==> config.mk <==
export PLATFORM = sky130hd
export DESIGN_NAME = seg_mux_driver_flat
export DESIGN_NICKNAME = d
export VERILOG_FILES = /design/src/rtl/seg_mux_driver_if.sv /design/src/rtl/seg_mux_driver.sv /design/src/flat_wrapper.sv
export SDC_FILE = /design/constraint.sdc
export NUM_CORES = 1
export LEC_CHECK = 0
export BUFFER_PORTS_ARGS = -buffer_cell sky130_fd_sc_hd__buf_2
export CAP_MARGIN = 10
export CORE_UTILIZATION = 45
export CTS_BUF_LIST = sky130_fd_sc_hd__clkbuf_8
export CTS_CLUSTER_SIZE = 10
export DETAILED_ROUTE_END_ITERATION = 10
export GPL_TIMING_DRIVEN = 0
export HOLD_SLACK_MARGIN = 0.08
export SLEW_MARGIN = 5
export SYNTH_ARGS = -nofsm -noshare
export SYNTH_HDL_FRONTEND = slang
export SYNTH_SLANG_ARGS = --single-unit
==> constraint.sdc <==
create_clock -name clk -period 7.4 [get_ports clk]
set_clock_uncertainty 0.1 [all_clocks]
set_input_delay 0.74 -clock clk [delete_from_list [all_inputs] [get_ports clk]]
set_output_delay 0.74 -clock clk [all_outputs]
set_load 0.03 [all_outputs]
==> src/rtl/seg_mux_driver_if.sv <==
// rtl/seg_mux_driver_if.sv - display data inputs and multiplexed pin outputs of seg_mux_driver
interface seg_mux_driver_if #(
    parameter int NUM_DIGITS = 4
);
    logic [4*NUM_DIGITS-1:0] value;
    logic [NUM_DIGITS-1:0]   dp_in;
    logic [NUM_DIGITS-1:0]   blank_in;
    logic                    lz_en;
    logic                    load;
    logic [6:0]              seg;
    logic                    dp;
    logic [NUM_DIGITS-1:0]   an;
    logic                    frame_done;

    modport master (
        output value, dp_in, blank_in, lz_en, load,
        input  seg, dp, an, frame_done
    );

    modport slave (
        input  value, dp_in, blank_in, lz_en, load,
        output seg, dp, an, frame_done
    );
endinterface

==> src/rtl/seg_mux_driver.sv <==
// rtl/seg_mux_driver.sv - multiplexed seven-segment driver with guard interval and double buffering
module seg_mux_driver #(
    parameter int NUM_DIGITS   = 4,
    parameter int REFRESH_DIV  = 100000,
    parameter int GUARD_CYCLES = 2
) (
    input  logic               clk,
    input  logic               reset,
    seg_mux_driver_if.slave    bus
);
    localparam int CNT_MAX = (REFRESH_DIV > GUARD_CYCLES) ? REFRESH_DIV : GUARD_CYCLES;
    localparam int CW      = (CNT_MAX > 1) ? $clog2(CNT_MAX) : 1;
    localparam int IW      = (NUM_DIGITS > 1) ? $clog2(NUM_DIGITS) : 1;
    localparam logic [CW-1:0] SHOW_LAST  = CW'(REFRESH_DIV - 1);
    localparam logic [CW-1:0] GUARD_LAST = CW'((GUARD_CYCLES > 0) ? GUARD_CYCLES - 1 : 0);
    localparam logic [IW-1:0] IDX_LAST   = IW'(NUM_DIGITS - 1);

    typedef enum logic {SHOW, GUARD} state_t;

    state_t                  state;
    logic [IW-1:0]           idx;
    logic [CW-1:0]           cnt;
    logic                    wrap_q;

    // pending buffer, written by load
    logic [4*NUM_DIGITS-1:0] p_value;
    logic [NUM_DIGITS-1:0]   p_dp;
    logic [NUM_DIGITS-1:0]   p_blank;
    logic                    p_lz;
    logic                    p_valid;

    // committed buffer, the one being displayed
    logic [4*NUM_DIGITS-1:0] c_value;
    logic [NUM_DIGITS-1:0]   c_dp;
    logic [NUM_DIGITS-1:0]   c_blank;
    logic                    c_lz;

    logic [3:0]              cur_nib;
    logic                    cur_dp;
    logic                    cur_blank;
    logic                    cur_lead;
    logic                    cur_dark;
    logic                    lz_run;
    logic                    slot_end;
    logic                    wrap;

    function automatic logic [6:0] hex_to_seg(input logic [3:0] nib);
        case (nib)
            4'h0: hex_to_seg = 7'h40;
            4'h1: hex_to_seg = 7'h79;
            4'h2: hex_to_seg = 7'h24;
            4'h3: hex_to_seg = 7'h30;
            4'h4: hex_to_seg = 7'h19;
            4'h5: hex_to_seg = 7'h12;
            4'h6: hex_to_seg = 7'h02;
            4'h7: hex_to_seg = 7'h78;
            4'h8: hex_to_seg = 7'h00;
            4'h9: hex_to_seg = 7'h10;
            4'hA: hex_to_seg = 7'h08;
            4'hB: hex_to_seg = 7'h03;
            4'hC: hex_to_seg = 7'h46;
            4'hD: hex_to_seg = 7'h21;
            4'hE: hex_to_seg = 7'h06;
            default: hex_to_seg = 7'h0E;
        endcase
    endfunction

    // Select the digit under the scan pointer; a digit is a leading zero when it and every higher nibble are zero
    always_comb begin
        lz_run    = 1'b1;
        cur_nib   = 4'h0;
        cur_dp    = 1'b0;
        cur_blank = 1'b0;
        cur_lead  = 1'b0;
        for (int i = NUM_DIGITS - 1; i >= 0; i--) begin
            lz_run = lz_run & (c_value[4*i +: 4] == 4'h0);
            if (idx == IW'(i)) begin
                cur_nib   = c_value[4*i +: 4];
                cur_dp    = c_dp[i];
                cur_blank = c_blank[i];
                cur_lead  = lz_run && (i != 0);
            end
        end
        cur_dark = cur_blank | (c_lz & cur_lead);
    end

    // A slot ends when the pointer is about to move on; the last digit's slot end is the frame boundary
    always_comb begin
        if (state == SHOW) begin
            slot_end = (cnt == SHOW_LAST) && (GUARD_CYCLES == 0);
        end else begin
            slot_end = (cnt == GUARD_LAST);
        end
        wrap = slot_end && (idx == IDX_LAST);
    end

    // Scan FSM, buffer transfer and registered pin outputs; pins reflect the pre-edge scan state
    always_ff @(posedge clk) begin
        if (reset) begin
            state          <= SHOW;
            idx            <= '0;
            cnt            <= '0;
            wrap_q         <= 1'b0;
            p_value        <= '0;
            p_dp           <= '0;
            p_blank        <= '0;
            p_lz           <= 1'b0;
            p_valid        <= 1'b0;
            c_value        <= '0;
            c_dp           <= '0;
            c_blank        <= '0;
            c_lz           <= 1'b0;
            bus.an         <= '1;
            bus.seg        <= 7'h7F;
            bus.dp         <= 1'b1;
            bus.frame_done <= 1'b0;
        end else begin
            bus.frame_done <= wrap_q;
            wrap_q         <= wrap;

            if (state == SHOW) begin
                bus.an  <= ~(NUM_DIGITS'(1) << idx);
                bus.seg <= cur_dark ? 7'h7F : hex_to_seg(cur_nib);
                bus.dp  <= cur_dark | ~cur_dp;
            end else begin
                bus.an  <= '1;
                bus.seg <= 7'h7F;
                bus.dp  <= 1'b1;
            end

            case (state)
                SHOW: begin
                    if (cnt == SHOW_LAST) begin
                        cnt <= '0;
                        if (GUARD_CYCLES != 0) begin
                            state <= GUARD;
                        end
                    end else begin
                        cnt <= cnt + 1'b1;
                    end
                end
                default: begin
                    if (cnt == GUARD_LAST) begin
                        cnt   <= '0;
                        state <= SHOW;
                    end else begin
                        cnt <= cnt + 1'b1;
                    end
                end
            endcase

            if (slot_end) begin
                idx <= wrap ? '0 : idx + 1'b1;
            end

            if (wrap && p_valid) begin
                c_value <= p_value;
                c_dp    <= p_dp;
                c_blank <= p_blank;
                c_lz    <= p_lz;
                p_valid <= 1'b0;
            end

            // Placed after the commit so a load on the boundary edge stays pending for the next frame
            if (bus.load) begin
                p_value <= bus.value;
                p_dp    <= bus.dp_in;
                p_blank <= bus.blank_in;
                p_lz    <= bus.lz_en;
                p_valid <= 1'b1;
            end
        end
    end
endmodule

==> src/flat_wrapper.sv <==
// flat-port wrapper written by rule: the top's interface ports become plain ports
module seg_mux_driver_flat 
#(
    parameter int NUM_DIGITS   = 4,
    parameter int REFRESH_DIV  = 100000,
    parameter int GUARD_CYCLES = 2
)
  (clk, reset, bus_value, bus_dp_in, bus_blank_in, bus_lz_en, bus_load, bus_seg, bus_dp, bus_an, bus_frame_done);
  seg_mux_driver_if #(.NUM_DIGITS(NUM_DIGITS)) bus_i ();
  input  logic clk;
  input  logic reset;
  input wire logic [$bits(bus_i.value)-1:0] bus_value;
  input wire logic [$bits(bus_i.dp_in)-1:0] bus_dp_in;
  input wire logic [$bits(bus_i.blank_in)-1:0] bus_blank_in;
  input wire logic [$bits(bus_i.lz_en)-1:0] bus_lz_en;
  input wire logic [$bits(bus_i.load)-1:0] bus_load;
  output wire logic [$bits(bus_i.seg)-1:0] bus_seg;
  output wire logic [$bits(bus_i.dp)-1:0] bus_dp;
  output wire logic [$bits(bus_i.an)-1:0] bus_an;
  output wire logic [$bits(bus_i.frame_done)-1:0] bus_frame_done;
  assign bus_i.value = bus_value;
  assign bus_i.dp_in = bus_dp_in;
  assign bus_i.blank_in = bus_blank_in;
  assign bus_i.lz_en = bus_lz_en;
  assign bus_i.load = bus_load;
  assign bus_seg = bus_i.seg;
  assign bus_dp = bus_i.dp;
  assign bus_an = bus_i.an;
  assign bus_frame_done = bus_i.frame_done;
  seg_mux_driver #(.NUM_DIGITS(NUM_DIGITS), .REFRESH_DIV(REFRESH_DIV), .GUARD_CYCLES(GUARD_CYCLES)) u_core (.clk(clk), .reset(reset), .bus(bus_i));
endmodule
==> results.py, run 1 <==
metrics = {
    "timing": {
        "fin_crit_ns": 2.83,
        "final_hold_viol_count": 0,
        "setup_tns_ns": 0,
        "grt_setup_unrepaired": "no",
        "setup_viol_count_final": 0,
        "post-route-period-util_pct": 38.2,
        "clock.fmax_mhz": 353,
        "worstMarginPinSlew_ns": 0.845,
        "slew_viol_final": 0,
        "relSlewSlack_pct": 43.2,
        "setup_slack_ns": 4.57,
    },
    "clock_network": {
        "clk_latency_ns": 0.35,
        "postCtsSetupRepairBufs": 0,
        "clk_path_buf_depth": 2,
        "cts_hold_buf": 0,
        "cts_resized": 0,
        "root_buffer": "clkbuf_8",
        "htree_levels": 3,
        "cts.sinks": 85,
        "cts_made_buffers": 9,
        "cts_tree": "yes",
        "path_clk_slew_ns": 0.08,
    },
    "drt": {
        "dr_total_vias": 2757,
        "antenna_left": 0,
        "drc": 0,
        "drt-total-wl_um": 7310,
        "drt-pass1-iter-count": 4,
        "via_per_inst": 5.11,
        "avgRoutedWirePerCell_um": 13.5,
        "drt_iter0_markers": 89,
    },
    "critical_path": {
        "required_ns": 7.52,
        "start_kind": "register",
        "regToRegStartpoint": "u_core.idx[1]$_SDFFE_PP0P_",
        "cpPeakStageDelay_ns": 0.48,
        "critPathKind": "register to register",
        "cp.depth": 10,
        "cp-startpoint": "u_core.idx[1]$_SDFFE_PP0P_",
        "path_cells": "inv_1 -> ha_1 -> clkbuf_1 -> or3b_2 -> o211ai_1 -> inv_1 -> ha_1 -> mux2_2 -> mux2i_1 -> nand2_1",
        "ff2ff_setup_slack_ns": 4.57,
        "cp.arrival_ns": 2.95,
        "end_kind": "register",
        "r2r.worst_path.cells": 10,
        "crit-reg2reg-capture": "u_core.bus.seg[3]$_SDFF_PP1_",
        "path_max_fanout": 10,
        "cp-endpoint": "u_core.bus.seg[3]$_SDFF_PP1_",
        "slowest_stage": "or3b_2",
        "critPathBufInv": 3,
        "path_delay_family": "buffers and inverters",
    },
    "logic_synthesis": {
        "synth_area_leaders": "dfxtp_1, mux2i_1, nor2_1",
        "ys_seq_area_share_pct": 46.6,
        "avgSynthCellArea_um2": 9.53,
        "yosys_warnings": 0,
        "netlist_area_um2": 3650,
        "synthTopCellsByCount": "dfxtp_1, nor2_1, mux2i_1",
        "synth_edf_count": 0,
        "synth_ff_type": "dfxtp_1",
        "post_synth_num_cell_types": 45,
        "synth.top_cell.area_share_pct": 46.6,
        "synthArstFlopShare_pct": 0,
        "synthesis.nets": 423,
        "syn-instance-count": 383,
        "synth.ff_latch_count": 85,
        "synth.largest_area_cell": "dfxtp_1",
        "yosys.cell_count.top_type": "dfxtp_1",
    },
    "die": {
        "initial_core_util_pct": 47.0,
        "die_area_um2": 8470,
        "rows": 32,
        "core_um2": 7770,
        "die_h_um": 92.0,
        "die_x_um": 92.0,
        "num_io_pins": 41,
    },
    "final_layout": {
        "layout-drive-gt1-share_pct": 15.8,
        "fin_nets": 473,
        "fillers": 738,
        "finalCoreUtilization_pct": 54.1,
        "antenna_cells_inserted": 0,
        "syn_to_final_growth_pct": 15.3,
    },
    "placed_design": {
        "pre_cts_ws_ns": 4.59,
        "port_buffers": 39,
        "place.detailed.hpwl_um": 5380,
        "place.gp.congestion": 0.831,
    },
    "power": {
        "max-vdd-ir-drop_mv": 0.120,
        "switching_power_uw": 199,
        "p_per_area_nw_per_um2": 213,
        "internal_power_uw": 698,
        "p_sw_share_pct": 22.2,
        "power_frac_comb_pct": 5.2,
        "p_leak_uw": 0.00168,
        "clkPwrFrac_pct": 41.6,
        "seqPwrFrac_pct": 53.1,
    },
    "status": {
        "outcome": "complete, no violations",
    },
    "global_route": {
        "antenna_found_initial": 0,
        "grt_overflow_total": 0,
        "grt_pass1_wl_um": 12500,
        "grt_pass1_vias": 2639,
        "grt_max_degree": 15,
        "grt_usage_pct": 19.0,
    },
    "min_path": {
        "min_path_type": "register to register",
    },
    "flow_run": {
        "cap_violations": 0,
    },
}
-- power by group through the flow --
stage	logic [µW]	clock network [µW]	registers [µW]
final	47.0	373	476
after global routing	52.5	406	477
after CTS	47.9	383	476
after detailed placement	47.8	0	487
after global placement	46.7	0	486
after floorplan	27.1	0	489
-- through the flow --
step	instance area [µm²]	cells	hold WS (ns)	power, µW
finish	4210	540	0.366	896
floorplan	3650	383	0.314	516
global route	4210	540	0.381	936
global placement	3970	524	0.357	533
CTS	4210	540	0.373	907
detailed placement	3970	524	0.361	535
-- cell usage in the layout, fill, tap and decap left out, drive strengths merged, types with 3 or more instances in the layout --
cell type,n
a211o,3
a211oi,4
a21oi,10
buf,45
clkbuf,24
clkinv,3
dfxtp,85
ha,12
inv,12
mux2i,52
nand2,24
nand3,14
nand3b,4
nand4,3
nor2,77
nor2b,3
nor3b,3
nor4,9
o211ai,5
o21ai,7
xnor2,6
xor2,9
-- flip-flops by register name, indices dropped and copies added (netlist names) --
name,cells
u_core.state,1
u_core.p_value,16
u_core.bus.frame_done,1
u_core.wrap_q,1
u_core.c_value,16
u_core.cnt,17
u_core.bus.seg,7
u_core.idx,2
u_core.c_blank,4
u_core.bus.dp,1
u_core.p_dp,4
u_core.p_blank,4
u_core.c_lz,1
u_core.p_valid,1
u_core.c_dp,4
u_core.bus.an,4
u_core.p_lz,1
-- layer usage --
layer	vias to the layer above	share of wire [%]	track usage, %
met5	-	0	0
met4	0	2.2	9.51
met3	15	2.8	3.15
met2	44	45	30.4
met1	1288	50	24.6
li1	1410	-	-
-- worst min path at each step --
stage | startpoint | end | slack [ns] | depth (start not counted)
CTS | u_core.wrap_q$_SDFF_PP0_ | u_core.bus.frame_done$_SDFF_PP0_ | 0.37 | 1
detailed placement | u_core.wrap_q$_SDFF_PP0_ | u_core.bus.frame_done$_SDFF_PP0_ | 0.36 | 1
global placement | u_core.cnt[0]$_SDFF_PP0_ | u_core.cnt[0]$_SDFF_PP0_ | 0.36 | 1
floorplan | u_core.wrap_q$_SDFF_PP0_ | u_core.bus.frame_done$_SDFF_PP0_ | 0.31 | 1
finish | u_core.wrap_q$_SDFF_PP0_ | u_core.bus.frame_done$_SDFF_PP0_ | 0.37 | 1
global route | u_core.wrap_q$_SDFF_PP0_ | u_core.bus.frame_done$_SDFF_PP0_ | 0.38 | 1
-- logic make-up after synthesis --
group | count (synthesis) | synth area share, %
adder cells (fa/ha/maj) | 12 | 4.12
AND/OR/NAND/NOR | 152 | 20.7
buffers and inverters | 31 | 3.94
flip-flops | 85 | 46.6
multiplexers | 54 | 14.9
XOR/XNOR | 15 | 3.60
AO/OA/AOI/OAI | 34 | 6.14
-- cell type report --
cell class / instances / area [µm²] / share of cell area (%)
buffer: 19 / 98.8 / 2.35
sequential: 85 / 1700 / 40.5
inverter: 12 / 45.0 / 1.07
clock inverter: 5 / 82.6 / 1.96
tap: 102 / 128 / 3.03
clock buffer: 11 / 151 / 3.60
timing repair buffer: 39 / 195 / 4.64
multi-input combinational: 267 / 1800 / 42.9
Note: power is estimated with default switching activity, not from simulation.
==> inputs of run 2 (changes only) <==
--- a/config.mk
+++ b/config.mk
@@ -5,6 +5,7 @@
 export SDC_FILE = /design/constraint.sdc
 export NUM_CORES = 1
 export LEC_CHECK = 0
+export ABC_AREA = 1
 export BUFFER_PORTS_ARGS = -buffer_cell sky130_fd_sc_hd__buf_2
 export CAP_MARGIN = 10
 export CORE_UTILIZATION = 45
@@ -13,6 +14,7 @@
 export DETAILED_ROUTE_END_ITERATION = 10
 export GPL_TIMING_DRIVEN = 0
 export HOLD_SLACK_MARGIN = 0.08
+export PLACE_DENSITY = 0.66
 export SLEW_MARGIN = 5
 export SYNTH_ARGS = -nofsm -noshare
 export SYNTH_HDL_FRONTEND = slang
==> constraint.sdc (replaced) <==
create_clock -name clk -period 2.27 [get_ports clk]
set_clock_uncertainty 0.1 [all_clocks]
set_input_delay 0.227 -clock clk [delete_from_list [all_inputs] [get_ports clk]]
set_output_delay 0.227 -clock clk [all_outputs]
set_load 0.03 [all_outputs]
==> run 2 against run 1 <==
  * Cell area up 14%
  * Synthesized cell count up 43%
  * Die area up 7.9%
  * Critical path depth up 3
  * Clock power rose to 3.1 times the previous value
  * Highest routed layer unchanged
==> results.py, run 2 <==
metrics = {
    "final_layout": {
        "layout-drive-gt1-share_pct": 15.6,
        "fin_nets": 664,
        "finalCoreUtilization_pct": 57.2,
        "fillers": 833,
        "top_register": "u_core.cnt",
        "top_regs": "u_core.cnt: 17 flops, u_core.c_value: 16 flops, u_core.p_value: 16 flops",
        "antenna_cells_inserted": 0,
        "layout_commonest_cell": "nor2_1",
        "finalInstanceArea_um2": 4770,
        "syn_to_final_growth_pct": 21.0,
        "layout_common_cells": "nor2_1, nand2_1, dfxtp_1",
        "largest_reg_flops": 17,
    },
    "global_route": {
        "grt_usage_pct": 21.3,
        "grt_overflow_total": 0,
        "grt_max_degree": 18,
        "grt_pass1_wl_um": 15100,
        "grt_pass1_vias": 3340,
        "antenna_found_initial": 0,
    },
    "timing": {
        "grt_setup_unrepaired": "yes",
        "worstMarginPinSlew_ns": 0.490,
        "setup_viol_count_final": 0,
        "fin_crit_ns": 2.11,
        "slew_viol_final": 0,
        "hold_ws_ns": 0.200,
        "final_hold_viol_count": 0,
        "relSlewSlack_pct": 67.3,
        "clock.fmax_mhz": 474,
        "post-route-period-util_pct": 92.9,
    },
    "critical_path": {
        "cpPeakStageDelay_ns": 0.37,
        "start_kind": "register",
        "cp-startpoint": "u_core.idx[0]$_SDFFE_PP0P_",
        "path_delay_family": "simple AND/OR/NAND/NOR gates",
        "cp.arrival_ns": 2.25,
        "cpMostUsedCell": "nand3_1",
        "path_cells": "inv_1 -> ha_1 -> buf_2 -> inv_2 -> nand3_1 -> nand3_1 -> nand2_1 -> nand2_2 -> inv_2 -> ha_1 -> nand3_1 -> nand3_1 -> nand3_1",
        "path_max_fanout": 8,
        "end_kind": "register",
        "critPathKind": "register to register",
        "critPathBufInv": 4,
        "slowest_stage": "dfxtp_2",
        "required_ns": 2.41,
        "regToRegStartpoint": "u_core.idx[0]$_SDFFE_PP0P_",
    },
    "logic_synthesis": {
        "synthesis.nets": 586,
        "synth.top_cell.area_share_pct": 43.1,
        "synth.ff_latch_count": 85,
        "synth.largest_area_cell": "dfxtp_1",
        "yosys_warnings": 0,
        "synth_edf_count": 0,
        "synthTopCellsByCount": "nand2_1, nor2_1, dfxtp_1",
        "avgSynthCellArea_um2": 7.23,
        "post_synth_num_cell_types": 32,
        "ys_seq_area_share_pct": 43.1,
        "syn-instance-count": 546,
        "synthArstFlopShare_pct": 0,
        "synth_ff_type": "dfxtp_1",
        "netlist_area_um2": 3950,
        "synth_area_leaders": "dfxtp_1, nand2_1, nor2_1",
    },
    "drt": {
        "antenna_left": 0,
        "via_per_inst": 4.94,
        "drt-total-wl_um": 8760,
        "drt-pass1-iter-count": 4,
        "avgRoutedWirePerCell_um": 11.9,
        "drc": 0,
        "drt_iter0_markers": 182,
        "dr_total_vias": 3625,
    },
    "clock_network": {
        "cts_made_buffers": 9,
        "htree_levels": 3,
        "path_clk_slew_ns": 0.10,
        "clk_latency_ns": 0.36,
        "root_buffer": "clkbuf_8",
        "clk_path_buf_depth": 2,
        "cts_tree": "yes",
        "cts.sinks": 85,
    },
    "die": {
        "core_um2": 8340,
        "die_h_um": 95.6,
        "initial_core_util_pct": 47.3,
        "die_x_um": 95.6,
        "die_area_um2": 9150,
        "rows": 33,
        "num_io_pins": 41,
    },
    "min_path": {
        "min_from": "bus_load",
        "min_path_type": "input pin to register",
    },
    "placed_design": {
        "port_buffers": 40,
        "placed_area_um2": 4280,
        "place.gp.congestion": 0.872,
        "place.detailed.hpwl_um": 6320,
    },
    "status": {
        "outcome": "complete, no violations",
    },
    "power": {
        "p_per_area_nw_per_um2": 610,
        "p_leak_uw": 0.00203,
        "max-vdd-ir-drop_mv": 0.441,
    },
    "flow_run": {
        "cap_violations": 0,
    },
}
-- run 2: cell types whose count changed after synthesis, sizes merged, moves of 4 or more --
cell	before	now
nand2	24	100
mux2i	52	0
inv	12	61
nor2	77	106
nand4	3	31
o21ai	7	34
a21oi	10	35
nand3	14	33
buf	6	15
nor4	9	0
nor3	2	10
xnor2	6	1
clkbuf	13	9
-- run 2: worst paths after layout --
kind                                       to  slack [ns]  depth (start not counted)
min reg2reg  u_core.bus.frame_done$_SDFF_PP0_        0.31                          2
max reg2reg      u_core.bus.seg[3]$_SDFF_PP1_        0.16                         13
max              u_core.bus.seg[3]$_SDFF_PP1_        0.16                         13
min            u_core.p_value[0]$_SDFFE_PP0P_        0.20                          4
-- run 2: stage by stage --
stage / total power, µW / std cells / worst slack [ns] / setup TNS [ns]
2_1_floorplan: 1710 / 546 / 0.170 / 0
3_3_place_gp: 1760 / 691 / -0.260 / -1.12
3_5_place_dp: 1770 / 691 / -0.260 / -1.16
4_1_cts: 2940 / 733 / 0.0141 / 0
5_1_grt: 3030 / 734 / -0.00909 / -0.00909
6_report: 2910 / 734 / 0.162 / 0
-- run 2: layout make-up --
cell class                 instances  area [µm²]  area share, %
multi-input combinational        376        1900           39.8
sequential                        85        1700           35.7
timing repair buffer              67         468           9.80
inverter                          61         231           4.85
tap                              105         131           2.75
buffer                            24         128           2.67
clock buffer                       9         124           2.59
clock inverter                     7        88.8           1.86
-- run 2: cells by family (layout without fill, tap and decap cells) --
kind of cell,after synthesis,in the layout,synth area share (%)
compound gates,74,74,9.89
xor+xnor,7,7,1.55
buf+inv,85,168,9.04
flops,85,85,43.1
fa+ha+maj,12,12,3.81
simple gates,283,283,32.6
-- run 2: power by group --
part	internal, µW	switching [µW]
Clock	539	604
Combinational	93.0	130
Sequential	1530	12.1
Total	2170	746
-- run 2: per-layer routing --
metal | track usage [%] | wire, µm
met5 | 0 | 0
met4 | 8.21 | 172
met3 | 4.86 | 334
met2 | 35.9 | 4090
met1 | 26.4 | 4160
-- run 2: worst min-delay path: stages --
cell     delay, ns
buf_2         0.08
inv_1         0.08
o21ai_0       0.20
a21oi_1       0.04
-- run 2: repair_timing --
action,CTS,global route
pin swaps,0,0
hold buffers,26,0
endpoints found under the hold margin,27,0
setup buffers,0,1
setup endpoints to repair,7,6
gates resized for setup,3,6
cloned,0,0
